`src/rtl/cpu_pkg.sv`:
```
// Shared CPU types and constants.
// Arbiter state encoding, bus width defaults, counter limit.
package cpu_pkg;

  localparam int ADDR_W_DEF = 32;
  localparam int DATA_W_DEF = 32;

  localparam logic [31:0] STALL_CNT_MAX = 32'hFFFF_FFFF;

  typedef enum logic [1:0] {
    IDLE,
    DATA,
    INST
  } arb_state_t;

endpackage

```
`src/rtl/sat_counter.sv`:
```
// Saturating up-counter with enable and sync reset.
// Ports: clk_i, rst_i, en_i in; cnt_o out (W bits).
module sat_counter #(
  parameter int          W   = 32,
  parameter logic [W-1:0] MAX = '1
) (
  input  logic         clk_i,
  input  logic         rst_i,
  input  logic         en_i,
  output logic [W-1:0] cnt_o
);

  logic [W-1:0] cnt_q;
  logic [W-1:0] cnt_d;

  always_comb begin
    cnt_d = cnt_q;
    if (en_i && (cnt_q != MAX)) begin
      cnt_d = cnt_q + {{(W-1){1'b0}}, 1'b1};
    end
  end

  always_ff @(posedge clk_i) begin
    if (rst_i) begin
      cnt_q <= '0;
    end else begin
      cnt_q <= cnt_d;
    end
  end

  assign cnt_o = cnt_q;

endmodule

```
`src/rtl/mem_arbiter.sv`:
```
// Shares one single-ported memory between IF and MEM,
// data first, freezing the pipeline via stall_o.
// Ports: if_* / dm_* from the pipeline, mem_* to the
// memory, if_inst_o / dm_rdata_o results, stall_o,
// stall_cnt_o (saturating count of stalled cycles).
module mem_arbiter
  import cpu_pkg::*;
#(
  parameter int ADDR_W = ADDR_W_DEF,
  parameter int DATA_W = DATA_W_DEF
) (
  input  logic              clk_i,
  input  logic              rst_i,
  input  logic              if_req_i,
  input  logic [ADDR_W-1:0] if_addr_i,
  input  logic              dm_read_i,
  input  logic              dm_write_i,
  input  logic [ADDR_W-1:0] dm_addr_i,
  input  logic [DATA_W-1:0] dm_wdata_i,
  output logic [DATA_W-1:0] if_inst_o,
  output logic [DATA_W-1:0] dm_rdata_o,
  output logic              stall_o,
  output logic              mem_req_o,
  output logic              mem_we_o,
  output logic [ADDR_W-1:0] mem_addr_o,
  output logic [DATA_W-1:0] mem_wdata_o,
  input  logic              mem_ack_i,
  input  logic [DATA_W-1:0] mem_rdata_i,
  output logic [31:0]       stall_cnt_o
);

  arb_state_t        state_q, state_d;
  logic              mem_req_q, mem_req_d;
  logic              mem_we_q, mem_we_d;
  logic [ADDR_W-1:0] mem_addr_q, mem_addr_d;
  logic [DATA_W-1:0] mem_wdata_q, mem_wdata_d;
  logic [DATA_W-1:0] if_inst_q, if_inst_d;
  logic [DATA_W-1:0] dm_rdata_q, dm_rdata_d;
  logic              if_done_q, if_done_d;
  logic              dm_done_q, dm_done_d;

  logic need_dm;
  logic need_if;
  logic stall;

  // Done flags remember which accesses already
  // finished during the current frozen cycle.
  assign need_dm = (dm_read_i | dm_write_i) & ~dm_done_q;
  assign need_if = if_req_i & ~if_done_q;
  assign stall   = need_dm | need_if | (state_q != IDLE);

  always_comb begin
    state_d     = state_q;
    mem_req_d   = mem_req_q;
    mem_we_d    = mem_we_q;
    mem_addr_d  = mem_addr_q;
    mem_wdata_d = mem_wdata_q;
    if_inst_d   = if_inst_q;
    dm_rdata_d  = dm_rdata_q;
    if_done_d   = if_done_q;
    dm_done_d   = dm_done_q;

    // Pipeline advances: next cycle has fresh needs.
    if (!stall) begin
      if_done_d = 1'b0;
      dm_done_d = 1'b0;
    end

    unique case (state_q)
      IDLE: begin
        // Data wins: the MEM-stage op is older.
        if (need_dm) begin
          state_d     = DATA;
          mem_req_d   = 1'b1;
          mem_we_d    = dm_write_i;
          mem_addr_d  = dm_addr_i;
          mem_wdata_d = dm_wdata_i;
        end else if (need_if) begin
          state_d    = INST;
          mem_req_d  = 1'b1;
          mem_we_d   = 1'b0;
          mem_addr_d = if_addr_i;
        end
      end
      DATA: begin
        if (mem_ack_i) begin
          state_d   = IDLE;
          mem_req_d = 1'b0;
          dm_done_d = 1'b1;
          // Read+write together is treated as a write,
          // so only a pure read captures data.
          if (!mem_we_q) begin
            dm_rdata_d = mem_rdata_i;
          end
        end
      end
      INST: begin
        if (mem_ack_i) begin
          state_d   = IDLE;
          mem_req_d = 1'b0;
          if_done_d = 1'b1;
          if_inst_d = mem_rdata_i;
        end
      end
      default: begin
        state_d   = IDLE;
        mem_req_d = 1'b0;
      end
    endcase
  end

  always_ff @(posedge clk_i) begin
    if (rst_i) begin
      state_q     <= IDLE;
      mem_req_q   <= 1'b0;
      mem_we_q    <= 1'b0;
      mem_addr_q  <= '0;
      mem_wdata_q <= '0;
      if_inst_q   <= '0;
      dm_rdata_q  <= '0;
      if_done_q   <= 1'b0;
      dm_done_q   <= 1'b0;
    end else begin
      state_q     <= state_d;
      mem_req_q   <= mem_req_d;
      mem_we_q    <= mem_we_d;
      mem_addr_q  <= mem_addr_d;
      mem_wdata_q <= mem_wdata_d;
      if_inst_q   <= if_inst_d;
      dm_rdata_q  <= dm_rdata_d;
      if_done_q   <= if_done_d;
      dm_done_q   <= dm_done_d;
    end
  end

  sat_counter #(
    .W   (32),
    .MAX (STALL_CNT_MAX)
  ) u_stall_cnt (
    .clk_i (clk_i),
    .rst_i (rst_i),
    .en_i  (stall),
    .cnt_o (stall_cnt_o)
  );

  assign stall_o     = stall;
  assign mem_req_o   = mem_req_q;
  assign mem_we_o    = mem_we_q;
  assign mem_addr_o  = mem_addr_q;
  assign mem_wdata_o = mem_wdata_q;
  assign if_inst_o   = if_inst_q;
  assign dm_rdata_o  = dm_rdata_q;

endmodule

```
`config.mk`:
```
export PLATFORM = sky130hd
export DESIGN_NAME = mem_arbiter
export DESIGN_NICKNAME = d
export VERILOG_FILES = /design/src/rtl/cpu_pkg.sv /design/src/rtl/sat_counter.sv /design/src/rtl/mem_arbiter.sv
export SDC_FILE = /design/constraint.sdc
export NUM_CORES = 1
export LEC_CHECK = 0
export ABC_AREA = 0
export BUFFER_PORTS_ARGS = -buffer_cell sky130_fd_sc_hd__buf_4
export CORE_MARGIN = 2
export CORE_UTILIZATION = 50
export DETAILED_ROUTE_END_ITERATION = 10
export PLACE_DENSITY = 0.87
export SKIP_CTS_REPAIR_TIMING = 1
export SYNTH_ARGS = -nofsm -noshare
export SYNTH_HDL_FRONTEND = slang
export SYNTH_SLANG_ARGS = --single-unit
```
`constraint.sdc`:
```
create_clock -name clk_i -period 3.14 [get_ports clk_i]
set_clock_uncertainty 0.15 [all_clocks]
set_input_delay 0.157 -clock clk_i [delete_from_list [all_inputs] [get_ports clk_i]]
set_output_delay 0.157 -clock clk_i [all_outputs]
set_load 0.1 [all_outputs]
```
Word level (Yosys, flattened, before mapping)
Index checks and enable logic that the tools add are counted.
- bits in registers: 166
- input bits: 134
- output and inout port bits: 163
- word-level logic and storage cells: 52
- add/sub/neg operators: 1
- equal/unequal tests: 5
- muxes and demuxes: 18
- bitwise logic cells: 8
- reduce and logical (&&, ||, !) cells: 10
- operators with widths (operator ; count):
    $mux W32 ; 2
    $add A32 B1 Y32 const B ; 1
    $ne A32 B32 Y1 const B ; 1
    $mux W1 ; 11
    $reduce_and A2 Y1 ; 4
    $mux W2 ; 3
    $pmux W2 S2 ; 1
    $reduce_bool A2 Y1 ; 2
    $ne A3 B3 Y1 const B ; 1
    $not A1 Y1 ; 3
    $or A1 B1 Y1 ; 3
    $reduce_and A3 Y1 ; 1
    $and A1 B1 Y1 ; 2
    $eq A2 B1 Y1 const B ; 1
    $eq A2 B2 Y1 const B ; 1
    $logic_not A2 Y1 ; 1
    $ne A2 B1 Y1 const B ; 1
    $pmux W1 S2 ; 1
    $reduce_or A2 Y1 ; 1
    $logic_and A1 B1 Y1 ; 1

Logic depth before layout (Yosys ltp)
Gate-level depths: netlist of run 1.
- word-level depth: 7
- gate-level depth with buffers: 8
- depth with buffers taken out: 7

Modules after synthesis
A second synthesis of run 1 with hierarchy kept.
- cells, all modules: 888
- area total of the unflattened synthesis: 7388.3 um^2
- modules (own cells, without submodules) (module ; instances ; cells each ; area each (um^2) ; seq. area each (um^2)):
    mem_arbiter ; 1 ; 689 ; 5714.2 ; 2682.6
    sat_counter ; 1 ; 199 ; 1674.1 ; 640.6

Least setup slack after synthesis of run 1
No wires, ideal clock.
- kind: reg-to-reg
- start: register u_stall_cnt.cnt_q[4], in the netlist u_stall_cnt.cnt_o[4]
- end: register u_stall_cnt.cnt_q[27], in the netlist u_stall_cnt.cnt_o[27]
- setup time: 0.121 ns
- arrival: 2.582 ns
- data required time: 2.869 ns
- slack: 0.287 ns
- stages on the path, launching flop included: 7
- path buffers: 1
- clock period less this slack: 2.853 ns
- cells stage by stage: dfxtp_1 > nand4_4 > a311oi_4 > nand2_2 > buf_6 > nor4_1 > mux2_2
- longest elaborated chain between the ends: 2
- elaborated cells between the ends (all ways): 3
- classes of those cells: add/sub: 1; eq/ne: 1; reduce/logical: 1
- ends and longest elaborated chain (element ; line ; text):
    start, declared ; sat_counter.sv:13 ; logic [W-1:0] cnt_q;
    start signal, assigned ; sat_counter.sv:27 ; cnt_q <= cnt_d;
    branches (longest 2 deep; another with $add A32 B1 Y32) ; n/a ;
Parallel ways; which one is timed is not known.
A chain may end at the register's enable or synchronous reset.

Worst setup path after layout of run 1
- start: input dm_write_i
- end: register mem_addr_q[30], in the netlist mem_addr_o[30]
- longest elaborated chain between the ends: 4
- elaborated cells between the ends (all ways): 5
- classes of those cells: mux: 1; bitwise: 2; reduce/logical: 2
- ends and longest elaborated chain (element ; line ; text):
    start, declared ; mem_arbiter.sv:17 ; input logic dm_write_i,
    $or A1 B1 Y1 (*) ; mem_arbiter.sv:48 ; assign need_dm = (dm_read_i | dm_write_i) & ~dm_done_q;
    $and A1 B1 Y1 (*) ; mem_arbiter.sv:48 ;
    $reduce_bool A2 Y1 (no line) ; n/a ;
    $reduce_and A2 Y1 (no line) ; n/a ;
    end signal, assigned ; mem_arbiter.sv:127 ; mem_addr_q <= mem_addr_d;
    end, declared ; mem_arbiter.sv:35 ; logic [ADDR_W-1:0] mem_addr_q, mem_addr_d;
Mark *: on every way between the ends. The rest lies on a longest branch, timed or not.

==> impl_metrics.json, run 1 <==
{
  "status": "finished clean",
  "worstRegToRegCells": 7,
  "placed_cells_incl_taps": 1255,
  "die_h_um": 119,
  "seq_area_frac_synth_pct": 50.1,
  "cp_top_family": "buffers and inverters",
  "io_buffers": 296,
  "drc": 0,
  "hold_violations": 0,
  "grt_setup_unrepaired": "no",
  "yosysWarnings": 0,
  "grt_start_max_net_pins": 103,
  "postSynth.asyncResetShare_pct": 0,
  "clock.fmax_ghz": 0.350,
  "r2r_start": "dm_done_q",
  "hold_path_depth": 5,
  "synth-compound-area-share_pct": 17.6,
  "globalRouteMet2Util_pct": 49.0,
  "worstSkewPairLatency_ps": 420,
  "routed_wl_um": 27100,
  "max_stage_delay_ps": 610,
  "drv_cap": 0,
  "slew_viol_final": 0,
  "start_kind": "input port",
  "synth-seq-cells": 166,
  "critPathKind": "input port to register",
  "worstPathRequired_ps": 3350,
  "end_kind": "register",
  "ant_nets": 0,
  "clk_path_buf_depth": 2,
  "crit_top_cell": "buf_4",
  "r2r_end": "mem_addr_o[30]",
  "crit_buf_inv": 5,
  "min_period_over_period_pct": 91.1,
  "grt_use_met3_pct": 8.72,
  "syn_avg_cell_area_um2": 7.98,
  "min-delay-start": "if_req_i",
  "clock-sinks": 166,
  "drive_above_1_share_pct": 28.5,
  "ff2ff_setup_slack_ps": 280,
  "irDropWorstVdd_uv": 543,
  "grt_overflow": 0,
  "finalCriticalPeriod_ps": 2860,
  "h-tree-depth": 4,
  "slowest_stage": "dlygate4sd3_1",
  "hp-class": "input port to register",
  "start_util_pct": 50.7,
  "min_to": "u_stall_cnt.cnt_o[15]",
  "antenna_found_initial": 1,
  "gr-usage-all-layers_pct": 28.2,
  "grt_pass1_wl_um": 32000,
  "num_rows": 42,
  "path_cells": "dlygate4sd3_1, buf_4, o21bai_4, buf_4, a21oi_4, buf_4, nor2_1, a311oi_1, dlygate4sd3_1",
  "nNetsFinal": 1367,
  "leakagePower_nw": 4.66,
  "synth_nets": 970,
  "synth_area_um2": 6640,
  "setup_viol": 0,
  "grt_pass1_vias": 6429,
  "cts_buffers": 17,
  "core_um2": 13100,
  "hpwl_um": 14200,
  "max_slew_margin_pct": 52.3,
  "routabilityCongestion": 0.834,
  "drtPass1Iterations": 7,
  "cts_tree": "built",
  "cp_max_fo": 67,
  "area_growth_pct": 63.5,
  "die_area_um2": 14200,
  "routedWlPerCell_um": 19.1,
  "synth_cell_type_count": 49,
  "dp_worst_setup_slack_ps": 750,
  "tightestPinTransition_ps": 715,
  "power_density_nw_per_um2": 698,
  "setup_slack_ps": 281,
  "stdcell_count": 1418,
  "synth_flop_cell": "dfxtp_1",
  "fin_tns_setup_ps": 0,
  "dpl_cell_area_um2": 8930,
  "critPathArrivalTime_ps": 3070,
  "vias": 8137,
  "busiest_layer": "met2",
  "nFillCells": 705,
  "cts.clk_slew.worst_paths_ps": 60,
  "die_width_um": 119,
  "drtIter0Drc": 841,
  "muxShareOfSynthArea_pct": 0.339,
  "grt_use_met1_pct": 32.1,
  "synthSimpleGateAreaFrac_pct": 26.0,
  "design.portCount": 297,
  "syn_inst": 832,
  "synth_top_family_by_area": "simple AND/OR/NAND/NOR gates",
  "synth_adder_area_share_pct": 0.754,
  "synth-edff-count": 0,
  "via_per_inst": 5.74,
  "finalInstanceArea_um2": 10900,
  "cts_root_buf": "clkbuf_16",
  "synthXorXnorAreaFrac_pct": 0.792,
  "final_util_pct": 82.9
}
==> tightest hold or removal path, cell delays in order <==
cell and delay (ps):
buf_4 120, nand2b_4 100, a311oi_4 160, a41oi_1 180
nor3_1 60
==> logic make-up (layout without fill, tap and decap cells) <==
| family | count (synthesis) | in the layout |
|---|---|---|
| compound gates | 190 | 190 |
| other cells | 0 | 1 |
| flops | 166 | 166 |
| xor+xnor | 6 | 6 |
| simple gates | 398 | 398 |
| mux | 2 | 2 |
| buf+inv | 66 | 475 |
| fa+ha+maj | 4 | 4 |
==> synth_stat cells (3+ instances only) <==
| library cell | instances | area [µm²] |
|---|---|---|
| buf_6 | 4 | 45.0 |
| nand2_1 | 273 | 1020 |
| nor2_1 | 54 | 203 |
| or3_1 | 11 | 68.8 |
| xor2_1 | 3 | 26.3 |
| and4_1 | 3 | 26.3 |
| dfxtp_1 | 166 | 3320 |
| clkbuf_1 | 46 | 173 |
| nand3_1 | 7 | 35.0 |
| nor4_1 | 5 | 31.3 |
| o31ai_1 | 9 | 67.6 |
| ha_1 | 4 | 50.1 |
| and3_1 | 5 | 31.3 |
| o21ai_0 | 12 | 60.1 |
| a311oi_1 | 32 | 280 |
| buf_1 | 6 | 22.5 |
| inv_1 | 6 | 22.5 |
| xnor2_1 | 3 | 26.3 |
| a21oi_1 | 123 | 616 |
| or4_1 | 9 | 67.6 |
| and2_1 | 3 | 18.8 |
| nand4_1 | 13 | 81.3 |
==> power breakdown <==
group	switching (W)	internal (W)	leakage, nW	total [W]
Combinational	0.00220	0.000751	3.01	0.00295
Sequential	0.000142	0.00232	1.36	0.00246
Clock	0.000871	0.00129	0.292	0.00216
Total	0.00321	0.00436	4.66	0.00757
==> stage by stage <==
step / total power, W / hold WS, ps
2_1_floorplan: 0.00445 / 140
6_report: 0.00757 / 242
3_3_place_gp: 0.00506 / 254
3_5_place_dp: 0.00509 / 264
5_1_grt: 0.00777 / 281
4_1_cts: 0.00722 / -188
==> area by class of cell <==
class | count | area (µm²) | area share (%)
Antenna cell | 1 | 2.50 | 0.0231
Multi-Input combinational cell | 600 | 3050 | 28.1
Clock buffer | 20 | 457 | 4.21
Clock inverter | 11 | 150 | 1.38
Sequential cell | 166 | 3320 | 30.6
Inverter | 7 | 26.3 | 0.242
Timing Repair Buffer | 437 | 3620 | 33.4
Tap cell | 176 | 220 | 2.03
==> flip-flops by register name (all words and copies together) (netlist names) <==
name               flops
dm_rdata_o            32
if_inst_o             32
mem_addr_o            32
mem_wdata_o           32
u_stall_cnt.cnt_o     32
state_q                2
dm_done_q              1
if_done_q              1
mem_req_o              1
mem_we_o               1
==> per-layer routing <==
metal / vias to the layer above / wire length (µm)
met5: - / 0
met4: 0 / 1610
met3: 137 / 2310
met2: 578 / 13600
met1: 3782 / 9550
li1: 3640 / -
==> layout by cell type (no fill, tap or decap), types with 3 or more instances in the layout <==
| cell | n |
|---|---|
| buf_4 | 305 |
| nand2_1 | 273 |
| dfxtp_1 | 166 |
| dlygate4sd3_1 | 131 |
| a21oi_1 | 122 |
| nor2_1 | 51 |
| a311oi_1 | 32 |
| clkbuf_16 | 17 |
| nand4_1 | 13 |
| o21ai_0 | 12 |
| or3_1 | 11 |
| or4_1 | 9 |
| o31ai_1 | 9 |
| nand3_1 | 7 |
| inv_1 | 6 |
| and3_1 | 5 |
| nor4_1 | 5 |
| ha_1 | 4 |
| nor2_2 | 3 |
| and2_1 | 3 |
| and4_1 | 3 |
| xor2_1 | 3 |
| xnor2_1 | 3 |
| bufinv_16 | 3 |
| clkinv_4 | 3 |
==> how the worst max path moves through the flow <==
stage | start | endpoint | cells after the start
after floorplan | u_stall_cnt.cnt_o[4] | u_stall_cnt.cnt_o[27] | 6
after global placement | state_q[0] | u_stall_cnt.cnt_o[27] | 6
after detailed placement | state_q[0] | u_stall_cnt.cnt_o[27] | 6
after CTS | state_q[0] | stall_o | 5
after global routing | dm_done_q | mem_addr_o[30] | 7
final | dm_write_i | mem_addr_o[30] | 9
Note: power is estimated with default switching activity, not from simulation.
==> run 2, diff against run 1 <==
==> constraint.sdc (replaced) <==
create_clock -name clk_i -period 3.3 [get_ports clk_i]
set_clock_uncertainty 0.15 [all_clocks]
set_input_delay 0.165 -clock clk_i [delete_from_list [all_inputs] [get_ports clk_i]]
set_output_delay 0.165 -clock clk_i [all_outputs]
set_load 0.1 [all_outputs]
==> run 2 against run 1 <==
Combinational power decreased by 5%. Global-route usage hardly changed. Clock power down 3%. Wire length is 0.97% higher. Register-to-register slack improved by 150 ps. Power is 4.3% lower. Die area did not move. Final area about the same. Critical path depth stayed put. Sequential power decreased by 5%.
==> impl_metrics.json, run 2 (synthesized netlist as in run 1, its figures left out) <==
{
  "status": "finished clean",
  "leakagePower_nw": 4.65,
  "io_buffers": 296,
  "die_area_um2": 14200,
  "routed_wl_um": 27300,
  "internal_power_w": 0.00417,
  "hold_violations": 0,
  "clock-sinks": 166,
  "swShare_pct": 42.4,
  "clkPwrFrac_pct": 28.8,
  "min_period_over_period_pct": 87.3,
  "drtPass1Iterations": 8,
  "dpl_cell_area_um2": 8920,
  "area_growth_pct": 63.4,
  "start_util_pct": 50.7,
  "end_kind": "register",
  "cts_tree": "built",
  "p_total_w": 0.00724,
  "grt_start_max_net_pins": 73,
  "drive_above_1_share_pct": 28.5,
  "nNetsFinal": 1365,
  "p_sw_w": 0.00307,
  "gr-usage-all-layers_pct": 28.2,
  "critPathArrivalTime_ps": 3100,
  "drc": 0,
  "crit_buf_inv": 5,
  "drtIter0Drc": 874,
  "hp-class": "input port to register",
  "cp_top_family": "buffers and inverters",
  "slew_viol_final": 0,
  "vias": 8151,
  "via_per_inst": 5.75,
  "start_kind": "input port",
  "clock.fmax_ghz": 0.347,
  "tightestPinTransition_ps": 1110,
  "cp_max_fo": 67,
  "hpwl_um": 14300,
  "h-tree-depth": 4,
  "setup_slack_ps": 418,
  "power_density_nw_per_um2": 668,
  "max_slew_margin_pct": 25.5,
  "grt_pass1_wl_um": 32100,
  "grt_setup_unrepaired": "no",
  "dp_worst_setup_slack_ps": 929,
  "ant_nets": 0,
  "grt_pass1_vias": 6496,
  "setup_viol": 0,
  "worstPathRequired_ps": 3510,
  "grt_overflow": 0,
  "path_cells": "dlygate4sd3_1, buf_4, o21bai_4, buf_4, a21oi_4, buf_4, nor2_1, a311oi_1, dlygate4sd3_1",
  "slowest_stage": "dlygate4sd3_1",
  "p_comb_share_pct": 38.8,
  "placed_cells_incl_taps": 1254,
  "cts.clk_slew.worst_paths_ps": 70,
  "cts_root_buf": "clkbuf_16",
  "routedWlPerCell_um": 19.3,
  "crit_top_cell": "buf_4",
  "antenna_found_initial": 2,
  "final_common_cell": "buf_4",
  "critPathKind": "input port to register",
  "design.portCount": 297,
  "max_stage_delay_ps": 640,
  "die_h_um": 119,
  "routabilityCongestion": 0.838,
  "drv_cap": 0,
  "finalInstanceArea_um2": 10800,
  "cts_buffers": 17,
  "core_um2": 13100,
  "worstSkewPairLatency_ps": 420,
  "clk_path_buf_depth": 2,
  "irDropWorstVdd_uv": 632,
  "finalCriticalPeriod_ps": 2880,
  "fin_tns_setup_ps": 0,
  "stdcell_count": 1418,
  "num_rows": 42,
  "seq_power_share_pct": 32.4,
  "final_cell_mix": "304 x buf_4, 273 x nand2_1, 166 x dfxtp_1",
  "die_width_um": 119
}
## run 2: cell types whose count changed in the layout (fill, tap and decap cells not counted)
| cell | change |
|---|---|
| clkinv_4 | -2 |
| buf_4 | -1 |
| clkbuf_1 | +1 |
| clkbuf_8 | +1 |
| clkinv_2 | -1 |
| clkinvlp_4 | +1 |
| diode_2 | +1 |
| dlygate4sd3_1 | -1 |
| inv_6 | +1 |
## run 2: layer usage
metal	vias to the layer above	global-route usage (%)	share of wire, %	wire length (µm)
li1	3632	-	-	-
met4	0	11.7	5.9	1620
met5	-	0	0	0
met3	135	7.28	9.2	2510
met1	3803	33.3	35	9580
met2	581	48.4	50	13600
## run 2: worst register-to-register path, delay by kind of cell (launching register included)
family / cells / cell delay, ps
buffers and inverters: 3 / 1480
AOI/OAI and AO/OA: 3 / 740
and+or+nand+nor: 1 / 120
DFF: 1 / 330
## run 2: area by class of cell
class | instances | area (µm²)
inverters | 7 | 26.3
clock buffers | 22 | 474
fillers | 715 | 2240
flip-flops and latches | 166 | 3320
multi-input cells | 600 | 3050
clock inverters | 10 | 144
repair buffers | 435 | 3600
diodes | 2 | 5.00
well taps | 176 | 220
## run 2: final timing paths
| check | cells past startpoint | slack, ps | endpoint | startpoint |
|---|---|---|---|---|
| setup / recovery | 9 | 420 | mem_addr_o[23] | dm_write_i |
| hold / removal | 2 | 120 | u_stall_cnt.cnt_o[8] | rst_i |
| setup reg to reg | 7 | 430 | mem_addr_o[23] | dm_done_q |
| hold reg to reg | 2 | 300 | dm_rdata_o[31] | dm_rdata_o[31] |
## run 2: power groups by stage
| stage | clock network, W | logic [W] | registers (W) |
|---|---|---|---|
| 3_3_place_gp | 0 | 0.00247 | 0.00235 |
| 2_1_floorplan | 0 | 0.000524 | 0.00371 |
| 4_1_cts | 0.00209 | 0.00249 | 0.00231 |
| 3_5_place_dp | 0 | 0.00248 | 0.00235 |
| 5_1_grt | 0.00218 | 0.00290 | 0.00236 |
| 6_report | 0.00209 | 0.00281 | 0.00234 |
## run 2: metrics by stage
step | util, % | hold WS (ps)
after floorplan | - | 148
after global placement | 68.2 | 262
after detailed placement | 68.2 | 272
after CTS | 72.9 | -181
after global routing | 82.9 | 139
final | 82.9 | 118
